[config.mk]
export PLATFORM = sky130hd
export DESIGN_NAME = if_stage
export DESIGN_NICKNAME = d
export VERILOG_FILES = /design/src/rtl/cpu_pkg.sv /design/src/rtl/if_id_reg.sv /design/src/rtl/if_stage.sv
export SDC_FILE = /design/constraint.sdc
export NUM_CORES = 1
export LEC_CHECK = 0
export ABC_AREA = 1
export CAP_MARGIN = 20
export CORE_MARGIN = 2
export CORE_UTILIZATION = 47
export CTS_CLUSTER_SIZE = 25
export DETAILED_ROUTE_END_ITERATION = 6
export GPL_TIMING_DRIVEN = 0
export HOLD_SLACK_MARGIN = 0.08
export PLACE_DENSITY = 0.85
export SLEW_MARGIN = 0
export SYNTH_ARGS = -nofsm -noshare
export SYNTH_HDL_FRONTEND = slang
export SYNTH_SLANG_ARGS = --single-unit
export TNS_END_PERCENT = 10
[constraint.sdc]
create_clock -name clk -period 4 [get_ports clk]
set_input_delay 0.8 -clock clk [delete_from_list [all_inputs] [get_ports clk]]
set_output_delay 0.8 -clock clk [all_outputs]
set_load 0.01 [all_outputs]
[src/rtl/cpu_pkg.sv]
// cpu_pkg: shared widths, NOP encoding, instruction field slices and fetch-state enum
package cpu_pkg;
  localparam int PC_W = 16;
  localparam logic [15:0] NOP_INSTR = 16'h0000;
  typedef enum logic {RUN, HALTED} fetchState_t;
  function automatic logic [3:0] fieldOpc(input logic [15:0] i);
    return i[15:12];
  endfunction
  function automatic logic [3:0] fieldR1(input logic [15:0] i);
    return i[11:8];
  endfunction
  function automatic logic [3:0] fieldR2(input logic [15:0] i);
    return i[7:4];
  endfunction
  function automatic logic [3:0] fieldR3(input logic [15:0] i);
    return i[3:0];
  endfunction
endpackage

[src/rtl/if_id_reg.sv]
// if_id_reg: IF/ID pipeline register; flush (bubble) beats load, otherwise holds
module if_id_reg
  import cpu_pkg::*;
#(
  parameter int W = 16
) (
  input  logic         clk,
  input  logic         rst_n,
  input  logic         load,
  input  logic         flush,
  input  logic [W-1:0] instrIn,
  input  logic [W-1:0] pcPlus2In,
  output logic [W-1:0] instr,
  output logic [W-1:0] pcPlus2,
  output logic         valid
);
  always_ff @(posedge clk or negedge rst_n)
    if (!rst_n) begin
      instr   <= W'(NOP_INSTR);
      pcPlus2 <= '0;
      valid   <= 1'b0;
    end else if (flush) begin
      instr   <= W'(NOP_INSTR);
      pcPlus2 <= '0;
      valid   <= 1'b0;
    end else if (load) begin
      instr   <= instrIn;
      pcPlus2 <= pcPlus2In;
      valid   <= 1'b1;
    end
endmodule

[src/rtl/if_stage.sv]
// if_stage: PC, next-PC mux, RUN/HALTED FSM and IF/ID register of the 16-bit CPU.
// Optional IF_STALL_CNT_EN adds a saturating stall_cnt output.
module if_stage
  import cpu_pkg::*;
#(
  parameter logic [15:0] RESET_PC = 16'h0000,
  parameter int          PC_W     = 16
) (
  input  logic            clk,
  input  logic            rst_n,
  input  logic            wrPC,
  input  logic            IFIDWrite,
  input  logic            branch_taken,
  input  logic [PC_W-1:0] branch_target,
  input  logic            halt_req,
  output logic [PC_W-1:0] imem_addr,
  input  logic [PC_W-1:0] imem_rdata,
  output logic [PC_W-1:0] ifid_instr,
  output logic [PC_W-1:0] ifid_pc_plus2,
  output logic            ifid_valid,
  output logic [3:0]      regR1,
  output logic [3:0]      regR2,
`ifdef IF_STALL_CNT_EN
  output logic [15:0]     stall_cnt,
`endif
  output logic            fetch_halted
);
  fetchState_t state;
  logic [PC_W-1:0] pc, pcPlus2;
  logic running, flush, load;
  assign running      = state == RUN;
  assign pcPlus2      = pc + PC_W'(2);
  assign imem_addr    = pc;
  assign fetch_halted = state == HALTED;
  // a taken branch is older than the stalled pair, so it wins over both stall signals
  assign flush = running && (branch_taken || halt_req);
  assign load  = running && !branch_taken && !halt_req && IFIDWrite;
  assign regR1 = fieldR1(ifid_instr[15:0]);
  assign regR2 = fieldR2(ifid_instr[15:0]);
  always_ff @(posedge clk or negedge rst_n)
    if (!rst_n) begin
      pc    <= PC_W'(RESET_PC);
      state <= RUN;
    end else if (running) begin
      if (branch_taken) pc <= branch_target;
      else if (halt_req) state <= HALTED;
      else if (wrPC) pc <= pcPlus2;
    end
`ifdef IF_STALL_CNT_EN
  always_ff @(posedge clk or negedge rst_n)
    if (!rst_n) stall_cnt <= '0;
    else if (running && !branch_taken && !wrPC && stall_cnt != 16'hFFFF) stall_cnt <= stall_cnt + 16'd1;
`endif
  if_id_reg #(.W(PC_W)) u_ifid (
    .clk(clk), .rst_n(rst_n), .load(load), .flush(flush),
    .instrIn(imem_rdata), .pcPlus2In(pcPlus2),
    .instr(ifid_instr), .pcPlus2(ifid_pc_plus2), .valid(ifid_valid)
  );
endmodule

==> impl_metrics.toml, run 1 <==
[clock_tree]
clock_sinks = 50
hold_buffers = 0
cts_root_buf = "clkbuf_8"
cts-resized-gates = 0
tritoncts = "yes"
cts_setup_buffers = 0
clk_latency_ns = 0.30
cts_buffers = 5
htree_levels = 2
cts_buffer_depth = 2
clk_pin_slew_ns = 0.10

[sta]
rsz0062_at_grt = "false"
finalSetupViolCount = 0
holdWs_ns = 0.403
hold_viol = 0
fin_crit_sh_pct = 54.4
relSlewSlack_pct = 63.5
setup-tns-final_ns = 0
worst_slew_pin_slew_ns = 0.548
period_needed_ns = 2.18
fmax_mhz = 460
setup_ws_ns = 1.82
skew_ns = 0.00617
maxSlewViolCount = 0

[power_and_ir_drop]
power_switching_uw = 222
pwr-share-comb_pct = 11.1
clkPwrFrac_pct = 32.7
cell_internal_pwr_uw = 701
p_leak_uw = 0.00179
p_per_area_mw_per_mm2 = 253
netSwitchingFraction_pct = 24.0
power.share.sequential_pct = 56.2
ir_worst_vdd_uv = 155

[finish]
drive_gt1_share_pct = 8.39
multiInputGateArea_sq_mm = 0.00103
area_growth_pct = 45.9
final_cell_mix = "nand2_1 (155), clkdlybuf4s50_1 (94), dfrtp_1 (50)"
finalCoreUtilization_pct = 71.4
mostFrequentLayoutCell = "nand2_1"
layout.area.seq_sq_mm = 0.00125
stdcell_area_sq_mm = 0.00364
diodes = 0
fin_nets = 467
fillers = 417

[setup_path]
startpoint_type = "flop"
worstSetupPathType = "reg -> out"
rrSetupSlack_ns = 2.47
crit_buf_inv = 1
critical_path.cell_chain = "clkdlybuf4s50_1"
worst-path-stages = 1
cp_max_fo = 6
worstPathArrival_ns = 1.38
critPathMaxStageDelay_ns = 0.59
worstRegToRegCells = 7
timing.rr.start = "imem_addr[1]"
rr_endpoint = "imem_addr[7]"
worstPathRequired_ns = 3.20
startpoint = "imem_addr[8]"
crit_family = "buffers and inverters"
critPathCaptureType = "primary output"
crit_slowest_cell = "clkdlybuf4s50_1"

[logic_synthesis]
yosysWarnings = 0
yosysSeqAreaShare_pct = 50.1
syn-num-nets = 364
yosysUniqueCellTypes = 22
netlist_area_sq_mm = 0.00250
postSynthAreaPerCell_sq_um = 7.68
ys_ff_latch = 50
synth_cells = 325

[job]
cap_violations = 0

[grt]
grt_pass1_wl_um = 10900
antenna_found_initial = 0
grt_usage_pct = 22.7
grt_max_degree = 35
grt_pass1_vias = 2286
grt-ovfl-total = 0

[route]
viasPerCell = 4.87
drt_iter0_drc = 104
drt_pass1_iterations = 4
ant_nets = 0
vias = 2432
wl_per_cell_um = 12.7
drc = 0
routed_wl_um = 6360

[die]
fp.dieH_um = 76.9
die_w_um = 76.9
io-pin-count = 96
coreArea_sq_mm = 0.00511
die-area_sq_mm = 0.00591
start_util_pct = 48.9
rows = 26

[placement]
place_congestion = 0.848
io_buffer_count = 95
placed_area_sq_mm = 0.00355
dp_hpwl_um = 4930
pre_cts_slack_ns = 1.73

[hold_path]
hp-class = "in -> async"

[status]
outcome = "finished clean"
-- cells by family after synthesis --
family                   count (synthesis)  share of synthesized area (%)
AND/OR/NAND/NOR                        210                           33.8
XOR/XNOR                                 6                           2.10
buffers and inverters                   38                           8.72
adder cells (fa/ha/maj)                  1                          0.501
AO/OA/AOI/OAI                           20                           4.76
flip-flops                              50                           50.1
-- cell usage after synthesis (all sizes together) --
library cell | number | share of area (%)
buf | 17 | 5.6
nand2 | 155 | 23
a31oi | 1 | 0.25
ha | 1 | 0.50
o21ai | 17 | 3.9
dfrtp | 50 | 50
nand3b | 1 | 0.30
o211ai | 1 | 0.30
xor2 | 3 | 1.1
nand3 | 13 | 2.6
a21oi | 1 | 0.35
nand4 | 6 | 1.5
inv | 19 | 2.9
xnor2 | 3 | 1.1
nor2 | 35 | 6.1
clkbuf | 2 | 0.30
-- flip-flops by register name (all words and copies together) (netlist names) --
name and flops:
fetch_halted 1, imem_addr 16, u_ifid.instr 16, u_ifid.pcPlus2 16
u_ifid.valid 1
-- routing by layer --
metal	wire [um]	GRT usage (%)	vias up
met3	395	4.12	7
met4	70	5.82	0
met1	2860	29.7	1132
met5	0	0	-
met2	3030	38.9	88
li1	-	-	1205
-- worst register-to-register path, stage by stage (launching register included) --
cell and delay [ns]:
dfrtp_1 0.45, ha_1 0.22, nand3_1 0.15, nor2_1 0.23, xnor2_1 0.19, nand2_1 0.09, nand2_1 0.07, nand2_1 0.04
-- per-stage QoR --
stage / power, uW / std cells
after floorplan: 556 / 325
after global placement: 628 / 490
after detailed placement: 632 / 491
after CTS: 929 / 499
after global routing: 965 / 499
final: 923 / 499
-- layout make-up --
| cell class | instances | share of cell area, % |
|---|---|---|
| plain buffers | 19 | 4.02 |
| clock buffers | 5 | 1.89 |
| clock inverters | 3 | 0.687 |
| inverters | 19 | 1.96 |
| multi-input cells | 237 | 28.2 |
| flip-flops and latches | 50 | 34.3 |
| well taps | 70 | 2.40 |
| repair buffers | 96 | 26.5 |
-- power by group through the flow --
stage          clock network, uW  logic [uW]  registers [uW]
2_1_floorplan                  0        23.5             533
6_report                     302         103             519
5_1_grt                      332         112             520
3_3_place_gp                   0        99.7             528
4_1_cts                      306         104             519
3_5_place_dp                   0         104             529
-- worst max path at each step --
stage / end
after floorplan: imem_addr[10]
after global routing: imem_addr[3]
after detailed placement: u_ifid.instr[15]
after global placement: fetch_halted
final: imem_addr[8]
after CTS: imem_addr[8]
No activity file was read; power rests on OpenSTA's default activity.
==> run 2: changes to the inputs <==
--- a/config.mk
+++ b/config.mk
@@ -8,12 +8,12 @@
 export ABC_AREA = 1
 export CAP_MARGIN = 20
 export CORE_MARGIN = 2
-export CORE_UTILIZATION = 47
+export CORE_UTILIZATION = 44
 export CTS_CLUSTER_SIZE = 25
 export DETAILED_ROUTE_END_ITERATION = 6
 export GPL_TIMING_DRIVEN = 0
 export HOLD_SLACK_MARGIN = 0.08
-export PLACE_DENSITY = 0.85
+export PLACE_DENSITY = 0.8
 export SLEW_MARGIN = 0
 export SYNTH_ARGS = -nofsm -noshare
 export SYNTH_HDL_FRONTEND = slang
==> constraint.sdc (replaced) <==
create_clock -name clk -period 2.25 [get_ports clk]
set_input_delay 0.45 -clock clk [delete_from_list [all_inputs] [get_ports clk]]
set_output_delay 0.45 -clock clk [all_outputs]
set_load 0.01 [all_outputs]
==> run 2 against run 1 <==
Compared with the run above:
- hold slack gained 0.074 ns
- final cell count grew 0.60%
- largest power group unchanged
- clock power grew 88%
==> impl_metrics.toml, run 2 (synthesized netlist as in run 1, its figures left out) <==
[setup_path]
startpoint_type = "flop"
crit_slowest_cell = "clkdlybuf4s50_1"
critPathMaxStageDelay_ns = 0.61
crit_family = "buffers and inverters"
worstSetupPathType = "reg -> out"
worstPathArrival_ns = 1.38
cp_max_fo = 6
critPathCaptureType = "primary output"
crit_buf_inv = 1
critical_path.cell_chain = "clkdlybuf4s50_1"
worstPathRequired_ns = 1.80

[sta]
maxSlewViolCount = 0
holdWs_ns = 0.477
relSlewSlack_pct = 64.3
skew_ns = 0.00810
rsz0062_at_grt = "false"
finalSetupViolCount = 0
period_needed_ns = 1.83
fin_crit_sh_pct = 81.2
worst_slew_pin_slew_ns = 0.536
fmax_mhz = 548
hold_viol = 0

[die]
io-pin-count = 96
coreArea_sq_mm = 0.00551
die_w_um = 79.3
rows = 27
fp.dieH_um = 79.3
start_util_pct = 45.4
die-area_sq_mm = 0.00629

[power_and_ir_drop]
ir_worst_vdd_uv = 255
power_uw = 1670
p_leak_uw = 0.00180
p_per_area_mw_per_mm2 = 456

[route]
wl_met2_um = 3000
routed_wl_um = 6300
drt_iter0_drc = 97
drc = 0
top_layer = "met4"
viasPerCell = 4.67
drt_pass1_iterations = 4
dr_wl_met3_um = 351
ant_nets = 0
drt-met1-wl_um = 2900
wl_per_cell_um = 12.6
vias = 2346

[clock_tree]
cts_root_buf = "clkbuf_8"
clk_latency_ns = 0.31
clock_sinks = 50
cts-resized-gates = 0
cts_buffer_depth = 2
tritoncts = "yes"
cts_buffers = 5
clk_pin_slew_ns = 0.10
htree_levels = 2

[hold_path]
hp-class = "reg -> reg"

[grt]
grt_usage_pct = 20.8
grt_pass1_vias = 2223
antenna_found_initial = 0
grt_max_degree = 35
grt-ovfl-total = 0
grt_pass1_wl_um = 10400

[finish]
area_growth_pct = 46.6
stdcell_area_sq_mm = 0.00366
fin_nets = 468
finalCoreUtilization_pct = 66.5
mostFrequentLayoutCell = "nand2_1"
instances_no_fill = 502
drive_gt1_share_pct = 8.37
final_cell_mix = "nand2_1 (155), clkdlybuf4s50_1 (94), dfrtp_1 (50)"
diodes = 0

[status]
outcome = "finished clean"

[placement]
dp_hpwl_um = 4850
place_inst = 493
placed_area_sq_mm = 0.00355
io_buffer_count = 95
place_congestion = 0.865

[job]
cap_violations = 0
## run 2: cell count changes in the layout (fill, tap and decap cells not counted)
cell           delta
clkinv_4          +1
clkinvlp_4        -1
dlygate4sd3_1     +1
inv_6             -1
inv_8             +1
## run 2: path summary, 6_finish.rpt
kind                                       start           endpoint  slack [ns]  cells after the start
worst max register to register      imem_addr[1]       imem_addr[7]        0.68                      7
worst min register to register  u_ifid.instr[12]   u_ifid.instr[12]        0.48                      2
min in group asynchronous                  rst_n    u_ifid.instr[2]        0.58                      2
worst max-delay path                imem_addr[3]       imem_addr[3]        0.42                      1
worst min-delay path            u_ifid.instr[12]   u_ifid.instr[12]        0.48                      2
max in group asynchronous                  rst_n  u_ifid.pcPlus2[1]        1.16                      3
## run 2: power by group
| group | internal, uW | switching [uW] | total, uW |
|---|---|---|---|
| combinational | 110 | 71.7 | 182 |
| sequential | 913 | 9.24 | 922 |
| clock | 231 | 336 | 567 |
| total | 1250 | 417 | 1670 |
## run 2: area by class of cell
class / count / area, sq um
fillers: 439 / 1850
plain buffers: 19 / 146
flip-flops and latches: 50 / 1250
multi-input cells: 237 / 1030
well taps: 72 / 90.1
inverters: 19 / 71.3
repair buffers: 97 / 976
clock buffers: 5 / 68.8
clock inverters: 3 / 28.8
## run 2: what timing repair did
action	in CTS	in global routing
hold endpoints to repair	16	0
buffers inserted	0	0
hold buffers	1	0
## run 2: layer usage
metal,global-route usage [%],vias up
met5,0,-
met4,5.34,0
met3,3.75,6
met2,34.8,75
met1,27.8,1062
li1,-,1203
## run 2: metrics by stage
stage | setup TNS, ns | worst slack [ns]
after floorplan | 0 | 0.864
after global placement | -34.69 | -0.696
after detailed placement | 0 | 0.316
after CTS | 0 | 0.414
after global routing | 0 | 0.379
final | 0 | 0.424
